===== src/rtl/pipe_ctrl_if.sv =====
// pipe_ctrl_if: request/control bundle between the pipeline and pipe_ctrl.
//
// Signals:
//   jump_req_i / jump_addr_i : taken branch/jump from EXE and its target
//   hold_req_i               : EXE multi-cycle unit busy
//   ld_hazard_i              : ID load-use dependency
//   jump_o / jump_addr_o     : PC redirect strobe and target
//   if_id_flush_o            : IF/ID register loads a NOP
//   id_exe_flush_o           : ID/EXE register loads a NOP
//   stall_o                  : freeze enables, bit0 PC, bit1 IF/ID, bit2 ID/EXE
//   stall_cnt_o/flush_cnt_o  : performance event counters
//
// Modports: master = pipeline side (drives requests), slave = pipe_ctrl.
interface pipe_ctrl_if #(
    parameter int ADDR_W = 32,
    parameter int CNT_W  = 32
);
    logic              jump_req_i;
    logic [ADDR_W-1:0] jump_addr_i;
    logic              hold_req_i;
    logic              ld_hazard_i;
    logic              jump_o;
    logic [ADDR_W-1:0] jump_addr_o;
    logic              if_id_flush_o;
    logic              id_exe_flush_o;
    logic [2:0]        stall_o;
    logic [CNT_W-1:0]  stall_cnt_o;
    logic [CNT_W-1:0]  flush_cnt_o;

    modport master (
        output jump_req_i,
        output jump_addr_i,
        output hold_req_i,
        output ld_hazard_i,
        input  jump_o,
        input  jump_addr_o,
        input  if_id_flush_o,
        input  id_exe_flush_o,
        input  stall_o,
        input  stall_cnt_o,
        input  flush_cnt_o
    );

    modport slave (
        input  jump_req_i,
        input  jump_addr_i,
        input  hold_req_i,
        input  ld_hazard_i,
        output jump_o,
        output jump_addr_o,
        output if_id_flush_o,
        output id_exe_flush_o,
        output stall_o,
        output stall_cnt_o,
        output flush_cnt_o
    );
endinterface


===== src/rtl/pipe_ctrl.sv =====
// pipe_ctrl: pipeline flush/stall controller for the 5-stage core.
//
// Arbitrates EXE redirects, EXE multi-cycle holds and ID load-use hazards
// (priority reset > jump > hold > load-use), stretches each accepted jump
// into FLUSH_CYCLES cycles of IF/ID + ID/EXE flush, and counts stall cycles
// and accepted jumps.
//
// Ports:
//   clk_i : core clock, all state on rising edge
//   rst_i : synchronous active-high reset
//   bus   : pipe_ctrl_if.slave (requests in, flush/stall/jump/counters out)
//
// Control outputs are combinational from current state and current
// requests; the pipeline registers sample them at the next edge.
//
// state    | meaning
// ---------+---------------------------------------------------------------
// RUN      | normal operation, requests arbitrated by priority
// REDIRECT | trailing flush cycles of an accepted jump; hold/load-use ignored
module pipe_ctrl #(
    parameter int FLUSH_CYCLES = 1,
    parameter int CNT_W        = 32,
    parameter int ADDR_W       = 32
) (
    input  logic         clk_i,
    input  logic         rst_i,
    pipe_ctrl_if.slave   bus
);

    typedef enum logic [0:0] {
        RUN      = 1'b0,
        REDIRECT = 1'b1
    } state_e;

    localparam logic [1:0] REM_LOAD = 2'(FLUSH_CYCLES - 1);
    localparam bit         MULTI    = (FLUSH_CYCLES > 1);

    state_e            state_q, state_d;
    logic [1:0]        rem_q, rem_d;
    logic [CNT_W-1:0]  stall_cnt_q, stall_cnt_d;
    logic [CNT_W-1:0]  flush_cnt_q, flush_cnt_d;

    logic              jump;
    logic [ADDR_W-1:0] jump_addr;
    logic              if_id_flush;
    logic              id_exe_flush;
    logic [2:0]        stall;

    // Output decode. Requests from flushed instructions (hold, load-use)
    // are masked while trailing flush cycles are in progress.
    always_comb begin
        jump         = 1'b0;
        jump_addr    = '0;
        if_id_flush  = 1'b0;
        id_exe_flush = 1'b0;
        stall        = 3'b000;
        if (rst_i) begin
            jump = 1'b0;
        end else if (bus.jump_req_i) begin
            jump         = 1'b1;
            jump_addr    = bus.jump_addr_i;
            if_id_flush  = 1'b1;
            id_exe_flush = 1'b1;
        end else if (state_q == REDIRECT) begin
            if_id_flush  = 1'b1;
            id_exe_flush = 1'b1;
        end else if (bus.hold_req_i) begin
            stall = 3'b111;
        end else if (bus.ld_hazard_i) begin
            // Freeze PC and IF/ID, push a bubble into ID/EXE.
            stall        = 3'b011;
            id_exe_flush = 1'b1;
        end
    end

    // Next-state and counter decode.
    always_comb begin
        state_d     = state_q;
        rem_d       = rem_q;
        stall_cnt_d = stall_cnt_q;
        flush_cnt_d = flush_cnt_q;
        if (bus.jump_req_i) begin
            // A jump during REDIRECT restarts the flush window.
            flush_cnt_d = flush_cnt_q + 1'b1;
            if (MULTI) begin
                state_d = REDIRECT;
                rem_d   = REM_LOAD;
            end else begin
                state_d = RUN;
                rem_d   = 2'd0;
            end
        end else if (state_q == REDIRECT) begin
            if (rem_q <= 2'd1) begin
                state_d = RUN;
                rem_d   = 2'd0;
            end else begin
                rem_d = rem_q - 2'd1;
            end
        end
        if (|stall) begin
            stall_cnt_d = stall_cnt_q + 1'b1;
        end
    end

    always_ff @(posedge clk_i) begin
        if (rst_i) begin
            state_q     <= RUN;
            rem_q       <= 2'd0;
            stall_cnt_q <= '0;
            flush_cnt_q <= '0;
        end else begin
            state_q     <= state_d;
            rem_q       <= rem_d;
            stall_cnt_q <= stall_cnt_d;
            flush_cnt_q <= flush_cnt_d;
        end
    end

    assign bus.jump_o         = jump;
    assign bus.jump_addr_o    = jump_addr;
    assign bus.if_id_flush_o  = if_id_flush;
    assign bus.id_exe_flush_o = id_exe_flush;
    assign bus.stall_o        = stall;
    assign bus.stall_cnt_o    = stall_cnt_q;
    assign bus.flush_cnt_o    = flush_cnt_q;

endmodule


===== src/flat_wrapper.sv =====
// flat-port wrapper written by rule: the top's interface ports become plain ports
module pipe_ctrl_flat 
#(
    parameter int FLUSH_CYCLES = 1,
    parameter int CNT_W        = 32,
    parameter int ADDR_W       = 32
)
  (clk_i, rst_i, bus_jump_req_i, bus_jump_addr_i, bus_hold_req_i, bus_ld_hazard_i, bus_jump_o, bus_jump_addr_o, bus_if_id_flush_o, bus_id_exe_flush_o, bus_stall_o, bus_stall_cnt_o, bus_flush_cnt_o);
  pipe_ctrl_if #(.ADDR_W(ADDR_W), .CNT_W(CNT_W)) bus_i ();
  input  logic clk_i;
  input  logic rst_i;
  input wire logic [$bits(bus_i.jump_req_i)-1:0] bus_jump_req_i;
  input wire logic [$bits(bus_i.jump_addr_i)-1:0] bus_jump_addr_i;
  input wire logic [$bits(bus_i.hold_req_i)-1:0] bus_hold_req_i;
  input wire logic [$bits(bus_i.ld_hazard_i)-1:0] bus_ld_hazard_i;
  output wire logic [$bits(bus_i.jump_o)-1:0] bus_jump_o;
  output wire logic [$bits(bus_i.jump_addr_o)-1:0] bus_jump_addr_o;
  output wire logic [$bits(bus_i.if_id_flush_o)-1:0] bus_if_id_flush_o;
  output wire logic [$bits(bus_i.id_exe_flush_o)-1:0] bus_id_exe_flush_o;
  output wire logic [$bits(bus_i.stall_o)-1:0] bus_stall_o;
  output wire logic [$bits(bus_i.stall_cnt_o)-1:0] bus_stall_cnt_o;
  output wire logic [$bits(bus_i.flush_cnt_o)-1:0] bus_flush_cnt_o;
  assign bus_i.jump_req_i = bus_jump_req_i;
  assign bus_i.jump_addr_i = bus_jump_addr_i;
  assign bus_i.hold_req_i = bus_hold_req_i;
  assign bus_i.ld_hazard_i = bus_ld_hazard_i;
  assign bus_jump_o = bus_i.jump_o;
  assign bus_jump_addr_o = bus_i.jump_addr_o;
  assign bus_if_id_flush_o = bus_i.if_id_flush_o;
  assign bus_id_exe_flush_o = bus_i.id_exe_flush_o;
  assign bus_stall_o = bus_i.stall_o;
  assign bus_stall_cnt_o = bus_i.stall_cnt_o;
  assign bus_flush_cnt_o = bus_i.flush_cnt_o;
  pipe_ctrl #(.FLUSH_CYCLES(FLUSH_CYCLES), .CNT_W(CNT_W), .ADDR_W(ADDR_W)) u_core (.clk_i(clk_i), .rst_i(rst_i), .bus(bus_i));
endmodule

===== config.mk =====
export PLATFORM = sky130hd
export DESIGN_NAME = pipe_ctrl_flat
export DESIGN_NICKNAME = d
export VERILOG_FILES = /design/src/rtl/pipe_ctrl_if.sv /design/src/rtl/pipe_ctrl.sv /design/src/flat_wrapper.sv
export SDC_FILE = /design/constraint.sdc
export NUM_CORES = 1
export LEC_CHECK = 0
export ABC_AREA = 1
export BUFFER_PORTS_ARGS = -buffer_cell sky130_fd_sc_hd__buf_4
export CORE_ASPECT_RATIO = 0.75
export CORE_MARGIN = 10
export CORE_UTILIZATION = 55
export DETAILED_ROUTE_END_ITERATION = 12
export PLACE_DENSITY = 0.89
export SETUP_SLACK_MARGIN = 0.2
export SLEW_MARGIN = 30
export SYNTH_ARGS = -nofsm -noshare
export SYNTH_HDL_FRONTEND = slang
export SYNTH_SLANG_ARGS = --single-unit

===== constraint.sdc =====
create_clock -name clk_i -period 2.31 [get_ports clk_i]
set_clock_uncertainty 0.05 [all_clocks]
set_input_delay 0.1155 -clock clk_i [delete_from_list [all_inputs] [get_ports clk_i]]
set_output_delay 0.1155 -clock clk_i [all_outputs]
set_load 0.03 [all_outputs]

==> impl_metrics.json <==
{
  "run_status": "finished clean",
  "synth_edf_count": 0,
  "fmax_ghz": 0.523,
  "timing.slew.headroom_pct": 59.4,
  "max-vdd-ir-drop_mv": 0.255,
  "final_max_slew_viol_count": 0,
  "cts_htree_levels": 3,
  "power_frac_seq_pct": 48.9,
  "pwr-share-clk_pct": 37.0,
  "yosys.cell_count.top_type": "nand2_1",
  "count_of_hold_fix_buffers_inserted_at_cts": 1,
  "coreArea_sq_um": 6930,
  "wire_length_of_the_first_global_routing_pass_microns": 21300,
  "starting_density_pct": 57.5,
  "synthesis.nets": 710,
  "power_leakage_uw": 0.00227,
  "drt_wl_total_microns": 13100,
  "setup.worst_path.start_class": "input pin",
  "worstPathRequired_ns": 2.14,
  "synth_cell_type_count": 31,
  "worstSetupStartpoint": "rst_i",
  "cts.sinks": 67,
  "timing_hold_violations_final": 0,
  "placement_rows": 26,
  "io-pin-count": 139,
  "fillers": 556,
  "synthesis.yosys.warnings": 0,
  "setup_repair_after_global_routing_missed_its_margin": "false",
  "tritoncts": "done",
  "finalSetupTns_ns": 0,
  "holdCritPathClass": "in -> reg",
  "cts_post_setup_buffers_inserted": 0,
  "hold_path_startpoint": "bus_jump_req_i",
  "worst-setup-path-type": "in -> out",
  "fp.dieW_microns": 118,
  "drt_first_pass_iters": 8,
  "route.detailed.vias_per_inst": 5.34,
  "drive_gt1_share_pct": 22.4,
  "nNetsFinal": 847,
  "wire_length_per_cell_microns": 14.4,
  "ys_async_sr_fraction_pct": 0,
  "gp_routability_congestion": 0.958,
  "clock_tree_root_driver_cell": "clkbuf_8",
  "postRouteAntennaNets": 0,
  "postSynthRegisterBits": 67,
  "fp.dieArea_sq_um": 11100,
  "clkSlewWorstSetupHoldPaths_ns": 0.07,
  "gr-usage-all-layers_pct": 22.8,
  "drt_iter0_drc": 500,
  "post_synth_instance_area_sq_um": 3980,
  "layout_min_cycle_time_ns": 1.91,
  "dp_hpwl_microns": 10500,
  "insertedDiodeCount": 0,
  "crit_fanout": 43,
  "finalCoreUtilization_pct": 76.1,
  "area_grow_syn2layout_pct": 32.4,
  "pwr-share-comb_pct": 14.2,
  "cts.path.max_buffers": 2,
  "grt_antenna_before_repair": 0,
  "buffer_ports.inserted": 138,
  "seq_area_frac_synth_pct": 33.7,
  "timing.critical_path.arrival_ns": 1.74,
  "yosys-top-cells-area": "dfxtp_1 34%, nand2_1 19%, nor2_1 16%",
  "synthDominantCellAreaShare_pct": 33.7,
  "cap_viol_max_count": 0,
  "swShare_pct": 27.7,
  "post-route-period-util_pct": 82.7,
  "cell_internal_power_uw": 1780,
  "critical_register_to_register_path_startpoint": "u_core.bus.stall_cnt_o[0]",
  "tightestPinTransition_ns": 0.604,
  "synth_top_flop_cell": "dfxtp_1",
  "floorplan.die.height_microns": 93.7,
  "end_kind": "primary output",
  "post_cts_resized": 0,
  "global_route.overflow_total": 0,
  "setup_violations": 0,
  "avgSynthCellArea_sq_um": 5.94,
  "detailroute.via_count": 4859,
  "p_per_area_nw_per_um2": 466,
  "grt_start_max_net_pins": 44,
  "power.net_switching_uw": 681,
  "grt_pass1_vias": 4523,
  "ys_top_cells_by_count": "201 x nand2_1, 169 x nor2_1, 67 x dfxtp_1",
  "netlist_instances": 671,
  "drc_errors": 0,
  "synth_largest_area_cell": "dfxtp_1",
  "cts_inserted_buffers": 9,
  "clk_latency_ns": 0.35
}
[through the flow]
step | power (uW) | hold slack (ns) | setup slack (ns) | cell area [sq um] | std cells
finish | 2460 | 0.251 | 0.400 | 5270 | 910
global route | 2540 | 0.271 | 0.286 | 5270 | 910
CTS | 2460 | 0.254 | 0.395 | 5270 | 910
detailed placement | 1570 | 0.328 | 0.622 | 5080 | 894
global placement | 1560 | 0.330 | 0.729 | 5080 | 894
floorplan | 1420 | 0.239 | 0.627 | 3980 | 671
[worst max-delay path, stage by stage]
cell,delay [ns]
dlygate4sd3_1,0.53
buf_4,0.18
buf_4,0.39
a21oi_1,0.12
a31o_2,0.24
buf_4,0.16
[cells in the final DEF, fill, tap and decap left out]
master | Yosys | routed
dlygate4sd3_1 | 0 | 1
nor3_1 | 10 | 10
nor2_1 | 169 | 169
a211oi_1 | 2 | 2
nand2_2 | 4 | 4
nor3b_1 | 4 | 4
nand3_2 | 1 | 1
nor2_2 | 9 | 9
o21ai_0 | 9 | 9
a31oi_1 | 2 | 2
nand3_4 | 2 | 2
nand3_1 | 46 | 46
a31o_2 | 1 | 1
a22o_1 | 1 | 1
nor3_2 | 1 | 1
nand4_1 | 10 | 10
dfxtp_1 | 67 | 67
o21a_1 | 1 | 1
clkinv_2 | 0 | 2
clkbuf_8 | 0 | 12
ha_1 | 2 | 2
a21o_1 | 1 | 1
inv_2 | 2 | 2
a21oi_1 | 38 | 38
nor2_4 | 8 | 8
and2_1 | 2 | 2
buf_4 | 2 | 140
nand2_1 | 201 | 201
inv_1 | 62 | 62
xnor2_1 | 1 | 1
clkbuf_1 | 9 | 1
[cell type report]
class	instances	area [sq um]	share of cell area, %
timing repair buffer	141	1060	20.1
clock inverter	2	10.0	0.190
inverter	64	240	4.56
tap	98	123	2.33
clock buffer	13	169	3.20
multi-input combinational	525	2330	44.2
sequential	67	1340	25.4
[power groups by stage]
stage	logic (uW)	clock network, uW	registers [uW]
global placement	341	0	1220
global route	377	963	1200
floorplan	172	0	1250
finish	349	908	1200
CTS	350	913	1200
detailed placement	349	0	1220
[per-layer routing]
metal | vias up | share of wire [%] | global-route usage [%]
li1 | 2389 | - | -
met5 | - | 0 | 0
met4 | 0 | 1.3 | 5.03
met3 | 23 | 13 | 10.3
met2 | 283 | 44 | 37.7
met1 | 2164 | 41 | 26.6
[logic make-up after synthesis]
family	share of synthesized area, %
buffers and inverters	7.85
xor gates and xnor gates	0.220
DFF	33.7
and+or+nand+nor	50.2
adders and majority gates	0.628
AOI/OAI and AO/OA	7.41
[state kept, by name, summed over array words and instances (netlist names)]
name                    flops
u_core.bus.stall_cnt_o     32
u_core.bus.flush_cnt_o     32
u_core.state_q              1
u_core.rem_q                2
[worst paths after layout]
kind                            cells after the start                    endpoint  slack (ns)
worst max register to register                      9   u_core.bus.stall_cnt_o[8]        0.58
worst min-delay path                                4  u_core.bus.flush_cnt_o[12]        0.25
worst max-delay path                                6          bus_id_exe_flush_o        0.40
worst min register to register                      2             u_core.rem_q[1]        0.42
No activity file was read; power rests on OpenSTA's default activity.
